===== config.mk =====
export PLATFORM = sky130hd
export DESIGN_NAME = gol_seq
export DESIGN_NICKNAME = d
export VERILOG_FILES = /design/src/rtl/gol_seq.sv
export SDC_FILE = /design/constraint.sdc
export NUM_CORES = 1
export LEC_CHECK = 0
export ABC_CLOCK_PERIOD_IN_PS = 2100
export CORE_UTILIZATION = 42
export DETAILED_ROUTE_END_ITERATION = 8
export GPL_ROUTABILITY_DRIVEN = 1
export PLACE_DENSITY = 0.82
export SLEW_MARGIN = 20
export SYNTH_ARGS = -nofsm -noshare
export SYNTH_HDL_FRONTEND = slang
export SYNTH_SLANG_ARGS = --single-unit

===== constraint.sdc =====
create_clock -name clk -period 2.1 [get_ports clk]
set_input_delay 0.42 -clock clk [delete_from_list [all_inputs] [get_ports clk]]
set_output_delay 0.42 -clock clk [all_outputs]
set_load 0.02 [all_outputs]

===== src/rtl/gol_seq.sv =====
`timescale 1ns/1ps
// gol_seq: sequencer for an 8x8 Game-of-Life engine.
// It holds the current generation and advances it from an external
// combinational next-state datapath, every TICK_DIV clocks while running.
// It also detects extinction, still life and a generation limit.
//
// Ports
//   clk          rising-edge clock
//   rst_n        asynchronous active-low reset
//   cmd_valid    command request
//   cmd_ready    command accept (always 1)
//   cmd_op       0=LOAD 1=RUN 2=STEP 3=HALT
//   cmd_data     seed grid for LOAD
//   cmd_count    generation limit for RUN (0 = unlimited)
//   cur_grid     current grid; cell(r,c) = bit 63-(8r+c)
//   nxt_grid     next generation of cur_grid from the external datapath
//   gen_count    generations advanced since the last LOAD (saturating)
//   busy         high while running
//   done         sticky completion flag
//   status       0=NONE 1=STABLE 2=EXTINCT 3=LIMIT
//   grid_valid   one-cycle pulse after each committed advance
module gol_seq #(
    parameter int unsigned TICK_DIV = 1
) (
    input  logic        clk,
    input  logic        rst_n,
    input  logic        cmd_valid,
    output logic        cmd_ready,
    input  logic [1:0]  cmd_op,
    input  logic [63:0] cmd_data,
    input  logic [15:0] cmd_count,
    output logic [63:0] cur_grid,
    input  logic [63:0] nxt_grid,
    output logic [15:0] gen_count,
    output logic        busy,
    output logic        done,
    output logic [1:0]  status,
    output logic        grid_valid
);

    typedef enum logic {S_IDLE, S_RUN} state_t;

    localparam logic [1:0] OP_LOAD = 2'd0;
    localparam logic [1:0] OP_RUN  = 2'd1;
    localparam logic [1:0] OP_STEP = 2'd2;
    localparam logic [1:0] OP_HALT = 2'd3;

    localparam logic [1:0] ST_NONE    = 2'd0;
    localparam logic [1:0] ST_STABLE  = 2'd1;
    localparam logic [1:0] ST_EXTINCT = 2'd2;
    localparam logic [1:0] ST_LIMIT   = 2'd3;

    localparam logic [15:0] DIV_LAST = 16'(TICK_DIV - 1);

    state_t      state_q, state_d;
    logic [63:0] grid_q,  grid_d;
    logic [15:0] gen_q,   gen_d;
    logic [15:0] rem_q,   rem_d;
    logic [15:0] div_q,   div_d;
    logic        done_q,  done_d;
    logic [1:0]  status_q, status_d;
    logic        gvld_q,  gvld_d;

    logic        accept;
    logic        term;
    logic [1:0]  term_status;

    assign cmd_ready  = 1'b1;
    assign accept     = cmd_valid;
    assign busy       = (state_q == S_RUN);
    assign cur_grid   = grid_q;
    assign gen_count  = gen_q;
    assign done       = done_q;
    assign status     = status_q;
    assign grid_valid = gvld_q;

    // Termination in priority order; only acted upon on an advance edge.
    always_comb begin
        term        = 1'b1;
        term_status = ST_NONE;
        if (nxt_grid == 64'd0) begin
            term_status = ST_EXTINCT;
        end else if (nxt_grid == grid_q) begin
            term_status = ST_STABLE;
        end else if (rem_q == 16'd1) begin
            term_status = ST_LIMIT;
        end else begin
            term = 1'b0;
        end
    end

    always_comb begin
        state_d  = state_q;
        grid_d   = grid_q;
        gen_d    = gen_q;
        rem_d    = rem_q;
        div_d    = div_q;
        done_d   = done_q;
        status_d = status_q;
        gvld_d   = 1'b0;

        case (state_q)
            S_IDLE: begin
                if (accept) begin
                    case (cmd_op)
                        OP_LOAD: begin
                            grid_d   = cmd_data;
                            gen_d    = 16'd0;
                            status_d = ST_NONE;
                            done_d   = 1'b0;
                        end
                        OP_RUN, OP_STEP: begin
                            state_d  = S_RUN;
                            rem_d    = (cmd_op == OP_RUN) ? cmd_count : 16'd1;
                            done_d   = 1'b0;
                            status_d = ST_NONE;
                            div_d    = 16'd0;
                        end
                        default: ;
                    endcase
                end
            end
            S_RUN: begin
                // HALT beats a coincident advance; other commands are dropped.
                if (accept && cmd_op == OP_HALT) begin
                    state_d  = S_IDLE;
                    done_d   = 1'b0;
                    status_d = ST_NONE;
                end else if (div_q == DIV_LAST) begin
                    div_d  = 16'd0;
                    grid_d = nxt_grid;
                    gen_d  = (gen_q == 16'hFFFF) ? gen_q : gen_q + 16'd1;
                    gvld_d = 1'b1;
                    if (term) begin
                        state_d  = S_IDLE;
                        done_d   = 1'b1;
                        status_d = term_status;
                    end else if (rem_q != 16'd0) begin
                        rem_d = rem_q - 16'd1;
                    end
                end else begin
                    div_d = div_q + 16'd1;
                end
            end
            default: state_d = S_IDLE;
        endcase
    end

    always_ff @(posedge clk or negedge rst_n) begin
        if (!rst_n) begin
            state_q  <= S_IDLE;
            grid_q   <= 64'd0;
            gen_q    <= 16'd0;
            rem_q    <= 16'd0;
            div_q    <= 16'd0;
            done_q   <= 1'b0;
            status_q <= ST_NONE;
            gvld_q   <= 1'b0;
        end else begin
            state_q  <= state_d;
            grid_q   <= grid_d;
            gen_q    <= gen_d;
            rem_q    <= rem_d;
            div_q    <= div_d;
            done_q   <= done_d;
            status_q <= status_d;
            gvld_q   <= gvld_d;
        end
    end

endmodule

# Word-level counts from Yosys, hierarchy flattened
# Index checks and enable logic that the tools add are counted.
totals:
  elab_cells: 92
  output_inout_bits: 86
  in_bits: 149
  regBits: 117
classes:
  addsub: 3
  mux: 51
  bitwise: 1
  n_reduce_logical: 12
  eq_ne: 17
op_table:
  columns: ["operator", "n"]
  rows:
  - ["16-bit 2-to-1 mux", 16]
  - ["64-bit 2-to-1 mux", 4]
  - ["64-bit case mux with 2 select lines", 1]
  - ["16-bit case mux with 2 select lines", 3]
  - ["64-bit equality test", 1]
  - ["64-bit zero test", 1]
  - ["16-bit by 1-bit adder with 16-bit output (second input constant)", 2]
  - ["16-bit by 1-bit equality test with 1-bit output (second input constant)", 1]
  - ["16-bit equality test (second input constant)", 1]
  - ["16-bit zero test", 1]
  - ["1-bit 2-to-1 mux", 16]
  - ["2-bit 2-to-1 mux", 8]
  - ["16-bit nonzero test", 1]
  - ["16-bit by 1-bit subtractor with 16-bit output (second input constant)", 1]
  - ["2-bit != test (second input constant)", 5]
  - ["2-bit by 1-bit != test with 1-bit output (second input constant)", 4]
  - ["4-bit AND reduction", 2]
  - ["3-bit by 1-bit != test with 1-bit output (second input constant)", 2]
  - ["6-bit AND reduction", 1]
  - ["5-bit AND reduction", 1]
  - ["2-bit equality test (second input constant)", 2]
  - ["1-bit case mux with 2 select lines", 2]
  - ["2-bit case mux with 2 select lines", 1]
  - ["3-bit AND reduction", 1]
  - ["6 further kinds", 6]

# Logic depth before layout (Yosys ltp)
# Gate-level depths: netlist (run 1).
depth:
  depth_word: 8
  mapped_depth: 11
  depth_no_buf: 9

# Worst setup path before layout (run 1)
# Ideal clock, no wire load.
synth_path:
  path_kind: "input to register"
  from: "input cmd_op[0]"
  to: "register rem_q[6]"
  stages: 11
  path_buffers: 2
  setup_slack_ps: -235
  t_arrival_ps: 2216
  t_required_ps: 1980
  setup_ps: 120
  cell_sequence: "inv_1 -> ha_1 -> and3b_1 -> nor2_1 -> nor2_4 -> and3b_4 -> a21oi_2 -> buf_4 -> buf_6 -> nand2_1 -> and3_1"
synth_via:
  elab_chain_cells: 5
  elab_cells_between_ends: 12
  cone_classes: "5 x eq/ne; 4 x mux; 3 x reduce/logical"
synth_lines:
  columns: ["element", "line_no", "source"]
  rows:
  - ["start, declared", "29", "input logic [1:0] cmd_op,"]
  - ["2-bit by 1-bit equality test with 1-bit output", "105, 114", null]
  - ["16-bit 2-to-1 mux", "114", "rem_d = (cmd_op == OP_RUN) ? cmd_count : 16'd1;"]
  - ["16-bit 2-to-1 mux", "105", "case (cmd_op)"]
  - ["16-bit 2-to-1 mux", "104", "if (accept) begin"]
  - ["16-bit case mux with 2 select lines", "102", "case (state_q)"]
  - ["end signal, assigned", "163", "rem_q <= rem_d;"]
  - ["end, declared", "58", "logic [15:0] rem_q, rem_d;"]
# Several ways; a longest one is shown, not always the timed one. The select of a mux whose other input is x is not followed.
# A chain may end at the register's enable or synchronous reset.

# Worst setup path in the final report (run 1)
layout_path:
  from: "input nxt_grid[40]"
  to: "register rem_q[10]"
layout_via:
  elab_chain_cells: 5
  elab_cells_between_ends: 6
  cone_classes: "2 x eq/ne; 2 x mux; 2 x reduce/logical"
layout_lines:
  columns: ["element", "line_no", "source"]
  rows:
  - ["start, declared", "33", "input logic [63:0] nxt_grid,"]
  - ["64-bit equality test", "83", "end else if (nxt_grid == grid_q) begin"]
  - ["1-bit 2-to-1 mux", "83", null]
  - ["1-bit 2-to-1 mux (*)", "81", "if (nxt_grid == 64'd0) begin"]
  - ["2-bit != test (no line) (*)", null, null]
  - ["6-bit AND reduction (no line) (*)", null, null]
# Every way passes the cells marked *; elsewhere a longest branch is shown, timed or not.

==> metrics.csv, run 1 <==
stage;metric;value;unit
setup_path;kind of critical path;primary input to flop;
setup_path;critical path fanouts, max;6;
sta;Worst-Margin Slew;0.7489;ns
clock_tree;H-tree depth;4;
detailed_routing;via count;7477;
layout;final-stage net count;1269;
yosys;synthesis warning total;0;
yosys;Most used DFF post-synth;dfrtp_1;
layout;layout cells sized above 1;26.33;%
yosys;number of synthesized flops with an enable pin;0;
sta;Max-slew headroom;49.89;%
setup_path;crit path from;nxt_grid[40];
setup_path;R2R Path Start;div_q[1];
worst_hold_path;worst min-delay path startpoint;nxt_grid[42];
global_routing;first-pass GRT wire length;41030;µm
worst_hold_path;worst min path class;primary input to flop;
yosys;syn_area_per_cell;9.534;µm²
die;Initial Utilization;42.77;%
sta;final hold violation count;0;
placed_design;Port Buffer Count;233;
yosys;ranking of synthesized cells by area;dfrtp_1 43%, mux2i_1 9.5%, xnor2_1 8.7%;
sta;fin crit share;110.2;%
sta;TNS Setup;-3.715;ns
setup_path;CP Launch Type;primary input;
power;maximum VDD drop;1.027;mV
outcome;violated checks;setup timing;
yosys;Post-Synthesis Net Count;868;
detailed_routing;drt first pass iters;5;
sta;Final min period;2.315;ns
clock_tree;CTS max path bufs;2;
layout;filler instances;984;
yosys;Netlist cell types;58;
global_routing;pin count of the biggest net entering global routing;67;
yosys;flops & latches, synth;117;
yosys;top cell type's share of synthesized area;43.25;%
sta;setup ws final;-0.2146;ns
clock_tree;CTS tree;built;
yosys;Seq/Total Area, Yosys;43.25;%
power;total power;17.10;mW
die;die area;16630;µm²
clock_tree;CTS root buf;clkbuf_16;
sta;Setup Skew;0.01265;ns
die;I/O pins;235;
outcome;status;finished with violations;
clock_tree;CTS sink cnt;117;
die;num rows;46;
sta;Max Transition Viols Final;0;
power;Static Leak;5.281;nW
yosys;largest area contributor in the netlist;dfrtp_1;
die;Core ar.;15830;µm²
yosys;mapped cell area;6769;µm²
sta;Final Setup Violations;46;
yosys;FFs w/ async S/R, synth;100.0;%
clock_tree;Worst-Skew Late Latency;0.43;ns
detailed_routing;vias per cell;5.576;
layout;commonest non-fill, non-tap cell in the layout;clkdlybuf4s50_1;
die;die extent in y;129.0;µm
setup_path;crit end category;flop;
yosys;Syn Inst Count;710;
global_routing;gr ovfl total;0;
setup_path;WP data required;2.43;ns
global_routing;number of global-route vias before repair;7704;
layout;Area Overhead vs Synth;76.32;%
global_routing;Total GRT Usage;33.16;%
detailed_routing;Routed Antenna Nets;0;
sta;FMAX;432.0;MHz
clock_tree;clock transition at the registers of the reported paths;0.06;ns
detailed_routing;initial DRC count;549;
placed_design;RePlAce Congestion;0.9056;
clock_tree;number of CTS-inserted buffers;17;
power;PwrDens;1432;nW/µm²
detailed_routing;DRC viols;0;
die;Die W;129.0;µm
setup_path;crit path DAT;2.64;ns
placed_design;DP HPWL;18620;µm
run;max_cap viols;0;
sta;unrepaired setup endpoints after global routing;yes;
detailed_routing;Routed WL;27100;µm
global_routing;initial antenna violation count;1;
detailed_routing;WL/cell;20.21;µm
layout;commonest non-fill, non-tap cells in the layout;167 x clkdlybuf4s50_1, 160 x buf_4, 114 x dfrtp_1;
## stage by stage
stage	instances	util (%)	hold slack [ns]	instance area (µm²)	worst slack, ns
finish	1341	75.41	0.3708	11940	-0.2146
global route	1341	75.41	0.3821	11940	-0.2715
CTS	1334	74.30	0.3537	11760	-0.1461
detailed placement	1298	67.23	0.3267	10640	-0.9511
global placement	1298	67.23	0.3276	10640	-0.8869
floorplan	710	-	0.1244	6808	-0.01624
## report_power, final
part           switching (mW)  internal (mW)  total, mW
registers               0.907           3.11       4.01
clock network            1.12           2.41       3.52
logic                    4.81           4.75       9.56
## routing by layer
layer | routed length [µm] | global-route usage, % | vias up
li1 | - | - | 3368
met1 | 9648 | 36.09 | 3637
met2 | 13900 | 58.16 | 366
met3 | 1861 | 7.152 | 106
met4 | 1694 | 22.21 | 0
met5 | 0 | 0 | -
## critical path: stages
cell and delay, ns:
dlygate4sd2_1 0.32, nor4_2 0.35, nand4_1 0.27, nor4_1 0.29
buf_4 0.18, and3b_4 0.21, a21oi_4 0.17, buf_6 0.14
o21ai_1 0.08, a221oi_2 0.21
## cell usage after synthesis (16+ instances only)
library cell	n
inv_1	18
nand2_1	32
a21oi_1	72
xnor2_1	67
nor2_1	103
nand3_1	16
xor2_1	18
nor4_1	25
clkbuf_1	16
mux2i_1	64
o21ai_0	17
nand4_1	33
dfrtp_1	117
## cells by family after synthesis
family | share of synthesized area (%)
other cells | 0.05540
xor+xnor | 11.00
flops | 43.25
simple gates | 19.52
compound gates | 11.83
buf+inv | 3.050
fa+ha+maj | 1.664
mux | 9.630
## state kept, by name, indices dropped and copies added, names as in the netlist
register,count
busy,1
cur_grid,64
div_q,16
done,1
gen_count,16
grid_valid,1
rem_q,16
status,2
## what timing repair did
action | CTS | global route
hold buffers | 1 | 0
resized for setup | 146 | 26
endpoints found under the hold margin | 17 | 0
setup endpoints to repair | 30 | 40
pin swaps | 41 | 14
buffers inserted | 6 | 5
cloned | 0 | 1
## worst paths after layout
kind                       slack (ns)           end  cells past startpoint
max                             -0.21     rem_q[10]                     10
min                              0.37  cur_grid[42]                      3
max reg2reg                     -0.14      rem_q[6]                     10
min reg2reg                      0.51     status[0]                      1
max in group asynchronous        1.01  gen_count[5]                      3
min in group asynchronous        0.43      rem_q[4]                      2
## cell type report
class                           instances  area (µm²)  area share, %
Tap cell                              216       270.3          2.264
Clock inverter                         12       249.0          2.086
Inverter                               18       72.57         0.6080
Antenna cell                            1       2.502        0.02097
Sequential cell                       117        2934          24.58
Timing Repair Buffer                  411        3754          31.45
Multi-Input combinational cell        546        4197          35.16
Clock buffer                           20       456.7          3.826
(Power assumes the default switching activity.)
==> inputs of run 2 (changes only) <==
--- a/config.mk
+++ b/config.mk
@@ -6,6 +6,7 @@
 export NUM_CORES = 1
 export LEC_CHECK = 0
 export ABC_CLOCK_PERIOD_IN_PS = 2100
+export CAP_MARGIN = 10
 export CORE_UTILIZATION = 42
 export DETAILED_ROUTE_END_ITERATION = 8
 export GPL_ROUTABILITY_DRIVEN = 1
==> results of run 2 <==
The final DEF is identical to that of run 1; final timing and power are the same.
==> inputs of run 3 (changes only) <==
--- a/config.mk
+++ b/config.mk
@@ -10,6 +10,7 @@
 export CORE_UTILIZATION = 42
 export DETAILED_ROUTE_END_ITERATION = 8
 export GPL_ROUTABILITY_DRIVEN = 1
+export HOLD_SLACK_MARGIN = 0.05
 export PLACE_DENSITY = 0.82
 export SLEW_MARGIN = 20
 export SYNTH_ARGS = -nofsm -noshare
==> results of run 3 <==
The final DEF is identical to that of run 1; final timing and power are the same.
